## config.mk

```make
export PLATFORM = sky130hd
export DESIGN_NAME = mss_ccc_dyncfg_ctrl
export DESIGN_NICKNAME = d
export VERILOG_FILES = /design/src/rtl/ccc_cfg_pkg.sv /design/src/rtl/ccc_lock_sync.sv /design/src/rtl/mss_ccc_dyncfg_ctrl.sv
export SDC_FILE = /design/constraint.sdc
export NUM_CORES = 1
export LEC_CHECK = 0
export CAP_MARGIN = 30
export CORE_ASPECT_RATIO = 0.7
export CORE_MARGIN = 2
export CORE_UTILIZATION = 53
export CTS_BUF_LIST = sky130_fd_sc_hd__clkbuf_16
export CTS_CLUSTER_SIZE = 20
export DETAILED_ROUTE_END_ITERATION = 7
export PLACE_DENSITY_LB_ADDON = 0.25
export SYNTH_ARGS = -nofsm -noshare
export SYNTH_HDL_FRONTEND = slang
export SYNTH_SLANG_ARGS = --single-unit
```

## constraint.sdc

```tcl
create_clock -name FAB_CLK -period 2.57 [get_ports FAB_CLK]
set_input_delay 0.3855 -clock FAB_CLK [delete_from_list [all_inputs] [get_ports FAB_CLK]]
set_output_delay 0.3855 -clock FAB_CLK [all_outputs]
set_load 0.01 [all_outputs]
```

## src/rtl/ccc_cfg_pkg.sv

```systemverilog
// Shared definitions for the MSS CCC dynamic-configuration sequencer:
// word width, field layout within the configuration word, and FSM state codes.
package ccc_cfg_pkg;

    localparam int CCC_CFG_W = 81;

    // Field layout, LSB first in shift order
    localparam int FINDIV_OFS   = 0;   localparam int FINDIV_W   = 7;
    localparam int FBDIV_OFS    = 7;   localparam int FBDIV_W    = 7;
    localparam int OADIV_OFS    = 14;  localparam int OADIV_W    = 5;
    localparam int OADIVHALF_OFS = 19;
    localparam int OAMUX_OFS    = 20;  localparam int OAMUX_W    = 3;
    localparam int BYPASSA_OFS  = 23;
    localparam int DLYGLA_OFS   = 24;  localparam int DLYGLA_W   = 5;
    localparam int OBDIV_OFS    = 29;  localparam int OBDIV_W    = 5;
    localparam int OBDIVHALF_OFS = 34;
    localparam int OBMUX_OFS    = 35;  localparam int OBMUX_W    = 3;
    localparam int BYPASSB_OFS  = 38;
    localparam int DLYGLB_OFS   = 39;  localparam int DLYGLB_W   = 5;
    localparam int OCDIV_OFS    = 44;  localparam int OCDIV_W    = 5;
    localparam int OCDIVHALF_OFS = 49;
    localparam int OCMUX_OFS    = 50;  localparam int OCMUX_W    = 3;
    localparam int BYPASSC_OFS  = 53;
    localparam int DLYGLC_OFS   = 54;  localparam int DLYGLC_W   = 5;
    localparam int FBDLY_OFS    = 59;  localparam int FBDLY_W    = 5;
    localparam int FBSEL_OFS    = 64;  localparam int FBSEL_W    = 2;
    localparam int XDLYSEL_OFS  = 66;

    localparam logic [2:0] IDLE      = 3'd0;
    localparam logic [2:0] SHIFT     = 3'd1;
    localparam logic [2:0] UPDATE    = 3'd2;
    localparam logic [2:0] SETTLE    = 3'd3;
    localparam logic [2:0] WAIT_LOCK = 3'd4;

endpackage

```

## src/rtl/ccc_lock_sync.sv

```systemverilog
// Two-flop synchronizer bringing the asynchronous PLL lock into FAB_CLK.
module ccc_lock_sync (
    input  logic clk,
    input  logic rst_n,
    input  logic async_in,
    output logic sync_out
);

    logic meta_q;
    logic meta_d;
    logic sync_q;
    logic sync_d;

    // next-state for the synchronizer chain
    always_comb begin
        meta_d = async_in;
        sync_d = meta_q;
    end

    // synchronizer flops, cleared asynchronously
    always_ff @(posedge clk or negedge rst_n) begin
        if (!rst_n) begin
            meta_q <= 1'b0;
            sync_q <= 1'b0;
        end else begin
            meta_q <= meta_d;
            sync_q <= sync_d;
        end
    end

    assign sync_out = sync_q;

endmodule

```

## src/rtl/mss_ccc_dyncfg_ctrl.sv

```systemverilog
// Shifts a CCC dynamic-configuration word out serially, strobes SUPDATE,
// then waits for the PLL to relock and reports DONE or ERR.
module mss_ccc_dyncfg_ctrl
    import ccc_cfg_pkg::*;
#(
    parameter int CFG_W        = CCC_CFG_W,
    parameter int SCLK_DIV     = 2,
    parameter int SETTLE_CYC   = 16,
    parameter int LOCK_TIMEOUT = 65535
) (
    input  logic             FAB_CLK,
    input  logic             M2F_RESET_N,
    input  logic             CFG_REQ,
    input  logic [CFG_W-1:0] CFG_WORD,
    output logic             CFG_ACK,
    output logic             BUSY,
    output logic             DONE,
    output logic             ERR,
    output logic             LOCKED,
    input  logic             PLL_LOCK,
    output logic             SDIN,
    output logic             SCLK,
    output logic             SSHIFT,
    output logic             SUPDATE,
    output logic             MODE
);

    localparam int BIT_W    = $clog2(CFG_W + 1);
    localparam int DIV_W    = (SCLK_DIV > 1) ? $clog2(SCLK_DIV) : 1;
    localparam int WAIT_MAX = (SETTLE_CYC > LOCK_TIMEOUT) ? SETTLE_CYC : LOCK_TIMEOUT;
    localparam int WAIT_W   = $clog2(WAIT_MAX + 1);

    localparam logic [DIV_W-1:0]  DIV_LAST     = DIV_W'(SCLK_DIV - 1);
    localparam logic [BIT_W-1:0]  BIT_LAST     = BIT_W'(CFG_W);
    localparam logic [WAIT_W-1:0] SETTLE_LAST  = WAIT_W'(SETTLE_CYC - 1);
    localparam logic [WAIT_W-1:0] TIMEOUT_LAST = WAIT_W'(LOCK_TIMEOUT - 1);

    logic [2:0]        state_q,   state_d;
    logic [CFG_W-1:0]  sreg_q,    sreg_d;
    logic [DIV_W-1:0]  div_q,     div_d;
    logic [BIT_W-1:0]  bit_q,     bit_d;
    logic [WAIT_W-1:0] wait_q,    wait_d;
    logic              sclk_q,    sclk_d;
    logic              sdin_q,    sdin_d;
    logic              sshift_q,  sshift_d;
    logic              supdate_q, supdate_d;
    logic              ack_q,     ack_d;
    logic              busy_q,    busy_d;
    logic              done_q,    done_d;
    logic              err_q,     err_d;
    logic              locked_q,  locked_d;
    logic              mode_q,    mode_d;

    logic              lock_s;
    logic              half_end_s;
    logic [CFG_W-1:0]  sreg_next_s;

    ccc_lock_sync u_lock_sync (
        .clk      (FAB_CLK),
        .rst_n    (M2F_RESET_N),
        .async_in (PLL_LOCK),
        .sync_out (lock_s)
    );

    assign half_end_s  = (div_q == DIV_LAST);
    assign sreg_next_s = {1'b0, sreg_q[CFG_W-1:1]};

    // sequencer next-state: SCLK generation, shifting, update strobe, lock wait
    always_comb begin
        state_d   = state_q;
        sreg_d    = sreg_q;
        div_d     = div_q;
        bit_d     = bit_q;
        wait_d    = wait_q;
        sclk_d    = sclk_q;
        sdin_d    = sdin_q;
        sshift_d  = sshift_q;
        supdate_d = supdate_q;
        ack_d     = 1'b0;
        busy_d    = busy_q;
        done_d    = 1'b0;
        err_d     = 1'b0;
        mode_d    = mode_q;
        case (state_q)
            IDLE: begin
                if (CFG_REQ) begin
                    state_d  = SHIFT;
                    sreg_d   = CFG_WORD;
                    sdin_d   = CFG_WORD[0];
                    sshift_d = 1'b1;
                    ack_d    = 1'b1;
                    busy_d   = 1'b1;
                    mode_d   = 1'b1;
                    div_d    = '0;
                    bit_d    = '0;
                    sclk_d   = 1'b0;
                end else begin
                    state_d = IDLE;
                end
            end
            SHIFT: begin
                if (half_end_s) begin
                    div_d  = '0;
                    sclk_d = ~sclk_q;
                    if (!sclk_q) begin
                        bit_d = bit_q + BIT_W'(1);
                    end else begin
                        // falling edge: advance the register; data changes only while SCLK is low
                        sreg_d = sreg_next_s;
                        if (bit_q == BIT_LAST) begin
                            state_d   = UPDATE;
                            sshift_d  = 1'b0;
                            supdate_d = 1'b1;
                            sdin_d    = 1'b0;
                        end else begin
                            sdin_d = sreg_next_s[0];
                        end
                    end
                end else begin
                    div_d = div_q + DIV_W'(1);
                end
            end
            UPDATE: begin
                if (half_end_s) begin
                    div_d  = '0;
                    sclk_d = ~sclk_q;
                    if (sclk_q) begin
                        supdate_d = 1'b0;
                        state_d   = SETTLE;
                        wait_d    = '0;
                    end else begin
                        supdate_d = 1'b1;
                    end
                end else begin
                    div_d = div_q + DIV_W'(1);
                end
            end
            SETTLE: begin
                if (wait_q == SETTLE_LAST) begin
                    state_d = WAIT_LOCK;
                    wait_d  = '0;
                end else begin
                    wait_d = wait_q + WAIT_W'(1);
                end
            end
            WAIT_LOCK: begin
                // lock is checked first so it wins on the timeout cycle
                if (lock_s) begin
                    done_d  = 1'b1;
                    busy_d  = 1'b0;
                    state_d = IDLE;
                end else if (wait_q == TIMEOUT_LAST) begin
                    err_d   = 1'b1;
                    busy_d  = 1'b0;
                    state_d = IDLE;
                end else begin
                    wait_d = wait_q + WAIT_W'(1);
                end
            end
            default: begin
                state_d   = IDLE;
                busy_d    = 1'b0;
                sclk_d    = 1'b0;
                sdin_d    = 1'b0;
                sshift_d  = 1'b0;
                supdate_d = 1'b0;
            end
        endcase
        locked_d = lock_s & ~busy_d;
    end

    // sequencer state and registered outputs
    always_ff @(posedge FAB_CLK or negedge M2F_RESET_N) begin
        if (!M2F_RESET_N) begin
            state_q   <= IDLE;
            sreg_q    <= '0;
            div_q     <= '0;
            bit_q     <= '0;
            wait_q    <= '0;
            sclk_q    <= 1'b0;
            sdin_q    <= 1'b0;
            sshift_q  <= 1'b0;
            supdate_q <= 1'b0;
            ack_q     <= 1'b0;
            busy_q    <= 1'b0;
            done_q    <= 1'b0;
            err_q     <= 1'b0;
            locked_q  <= 1'b0;
            mode_q    <= 1'b0;
        end else begin
            state_q   <= state_d;
            sreg_q    <= sreg_d;
            div_q     <= div_d;
            bit_q     <= bit_d;
            wait_q    <= wait_d;
            sclk_q    <= sclk_d;
            sdin_q    <= sdin_d;
            sshift_q  <= sshift_d;
            supdate_q <= supdate_d;
            ack_q     <= ack_d;
            busy_q    <= busy_d;
            done_q    <= done_d;
            err_q     <= err_d;
            locked_q  <= locked_d;
            mode_q    <= mode_d;
        end
    end

    assign CFG_ACK = ack_q;
    assign BUSY    = busy_q;
    assign DONE    = done_q;
    assign ERR     = err_q;
    assign LOCKED  = locked_q;
    assign SDIN    = sdin_q;
    assign SCLK    = sclk_q;
    assign SSHIFT  = sshift_q;
    assign SUPDATE = supdate_q;
    assign MODE    = mode_q;

endmodule
```

==> summary.txt <==
Outcome
  • Status: completed

Finish
  • Post-route insts no fill: 888
  • Register area: 2980 um^2
  • Area Growth Syn to Fin: 29.3%
  • Most frequent cells in the layout: 177 x nand2_1, 119 x dfrtp_1, 97 x nor2_1, 93 x clkdlybuf4s50_1, 81 x a31oi_1
  • Filler cells: 770
  • Layout cells sized above 1: 7.28%
  • Most common cell after layout, fill and taps aside: nand2_1
  • Multi-input gate area: 2480 um^2
  • Ant. Diodes: 0
  • Design Area, Final: 7310 um^2
  • Core Util, Final: 70.6%
  • Nets: 834

Critical path
  • Worst R2R Setup Slack: 340 ps
  • Worst path max stage delay: 690 ps
  • Cells on worst reg2reg path: 4
  • Critical Path AT: 2540 ps
  • Reg-to-reg endpoint: wait_q[3]$_DFFE_PN0P_
  • CP Class: flop to flop
  • Crit-path cells: or4b_1, o21ai_0, a41oi_1, a211oi_1
  • Crit start category: flop
  • Crit path capture type: flop
  • Worst-path fanout max: 9
  • Crit path from: state_q[0]$_DFFE_PN0P_
  • CP max-delay cell: or4b_1
  • Worst EP required: 2880 ps
  • Reg2Reg Launch Point: state_q[0]$_DFFE_PN0P_
  • Worst setup path endpoint: wait_q[3]$_DFFE_PN0P_

Place
  • Detailed placer's ending HPWL: 8720 um
  • Pre-CTS WS: 359 ps
  • RePlAce Congestion: 0.936
  • IO buf count: 94
  • Placed cells: 857
  • Dpl cell area: 6760 um^2

Die
  • Die area: 11500 um^2
  • Die Y: 90.4 um
  • Die width: 127 um
  • Core Region: 10400 um^2
  • I/O pins: 95
  • Row count: 31
  • Starting Density: 54.6%

Yosys
  • Count of cell types in the netlist: 48
  • Area share of the leading cell type in the synthesized netlist: 52.6%
  • Post-synth ARST share: 100%
  • Yosys warns: 0
  • Seq cells post-synth: 119
  • Syn Std Cell Area: 5660 um^2
  • Syn Inst Count: 659
  • Register area share after synthesis: 52.6%
  • EDFF count, synth: 0
  • Yosys top cell by area: dfrtp_1
  • Synth top area cells: dfrtp_1 53%, nand2_1 12%, a31oi_1 9.0%
  • Primary FF master, synth: dfrtp_1
  • Syn avg cell area: 8.59 um^2
  • Post-Syn Nets: 748

STA
  • Slew HR: 53.9%
  • Unrepaired setup endpoints after global routing: false
  • Fmax: 448 MHz
  • Fin crit share: 86.9%
  • Worst Setup Slack, final: 336 ps
  • Setup TNS: 0 ps
  • Worst clock skew: 6.58 ps
  • Setup Viol. Count Final: 0
  • Fin. Hold Viols: 0
  • WHS: 353 ps
  • Fin crit period: 2230 ps
  • Slew Viols, Final: 0
  • Worst-margin pin slew: 685 ps

Routing
  • Wirelength per Cell: 15.2 um
  • Post-route ant nets: 0
  • Number of remaining DRC errors: 0
  • Total Routed Length: 13500 um
  • 1st-pass router iterations: 6
  • Drt first-iter violations: 476
  • Vias/cell: 5.66
  • Vias after detailed routing: 5029

CTS
  • CTS root buffer: clkbuf_16
  • Cts bufs inserted: 17
  • Clock latency on the worst-skew pair: 410 ps
  • CTS tree: yes
  • CTS Sinks: 119
  • H-tree levels: 4
  • Clock Tree Buf Depth: 2
  • Clk slew on worst S/H paths: 50 ps
  • CTS-repair resized insts: 0

Hold path
  • HP Class: flop to flop

GRT
  • Global-route wire length before repair: 22700 um
  • Vias in the first global route: 4737
  • Grt ovf: 0
  • Largest net degree at the start of global routing: 86
  • Total track usage: 24.6%
  • Antenna violations before repair: 0

Power
  • Pwr Total: 4.26 mW
  • Leakage: 3.18 nW
  • VDD IR max: 0.000559 V
  • Power density over the cells: 582 nW/um^2

Run
  • Max_cap viols: 0
==> state kept, by name, indices dropped and copies added, names as in the netlist, 3 cells and up <==
signal / flops
sreg_q: 80
state_q: 3
wait_q: 16
bit_q: 7
==> critical path, delay by kind of cell (launching register included) <==
| kind | cells | cell delay (ps) |
|---|---|---|
| and+or+nand+nor | 1 | 690 |
| AOI/OAI and AO/OA | 3 | 1070 |
| DFF | 1 | 370 |
==> routing by layer <==
layer / global-route usage, % / vias to the layer above / routed length (um)
li1: - / 2446 / -
met1: 36.5 / 2407 / 6440
met2: 35.5 / 163 / 6070
met3: 6.34 / 13 / 832
met4: 7.51 / 0 / 133
met5: 0 / - / 0
==> synthesized netlist by cell type, types with 4 or more instances <==
master    count
nand2_1     177
dfrtp_1     119
nor2_1       98
a31oi_1      81
clkbuf_1     28
o21ai_0      18
a21oi_1      15
buf_2        13
inv_1         9
xor2_1        9
nand3_1       7
nand4_1       7
or4_1         6
nand2b_1      5
o21a_1        5
ha_1          4
nor3_1        4
or3_1         4
==> area by class of cell <==
class | count | area share, %
multi-input combinational | 488 | 34.0
sequential | 119 | 40.7
timing repair buffer | 110 | 15.2
inverter | 9 | 0.462
tap | 132 | 2.26
clock inverter | 13 | 1.59
clock buffer | 17 | 5.82
==> power breakdown <==
group	switching, mW	internal [mW]
clock network	0.798	1.39
registers	0.00243	1.88
logic	0.0643	0.125
==> timing repair <==
action                     in CTS  in global routing
hold buffers                    1                  0
setup endpoints to repair       0                  0
hold endpoints to repair       40                  0
setup buffers                   0                  0
==> logic make-up after synthesis <==
logic type | count (synthesis) | synth area share (%)
xor gates and xnor gates | 9 | 1.39
AOI/OAI and AO/OA | 145 | 16.4
buffers and inverters | 52 | 3.80
DFF | 119 | 52.6
adders and majority gates | 4 | 0.885
muxes | 3 | 0.531
and+or+nand+nor | 327 | 24.3
==> worst min-delay path by stage <==
stage,from,end,cells past startpoint
after floorplan,M2F_RESET_N,BUSY$_DFF_PN0_,0
after global placement,u_lock_sync.meta_q$_DFF_PN0_,u_lock_sync.sync_out$_DFF_PN0_,0
after detailed placement,u_lock_sync.meta_q$_DFF_PN0_,u_lock_sync.sync_out$_DFF_PN0_,0
after CTS,u_lock_sync.meta_q$_DFF_PN0_,u_lock_sync.sync_out$_DFF_PN0_,0
after global routing,u_lock_sync.meta_q$_DFF_PN0_,u_lock_sync.sync_out$_DFF_PN0_,0
final,u_lock_sync.meta_q$_DFF_PN0_,u_lock_sync.sync_out$_DFF_PN0_,0
(Power assumes the default switching activity.)
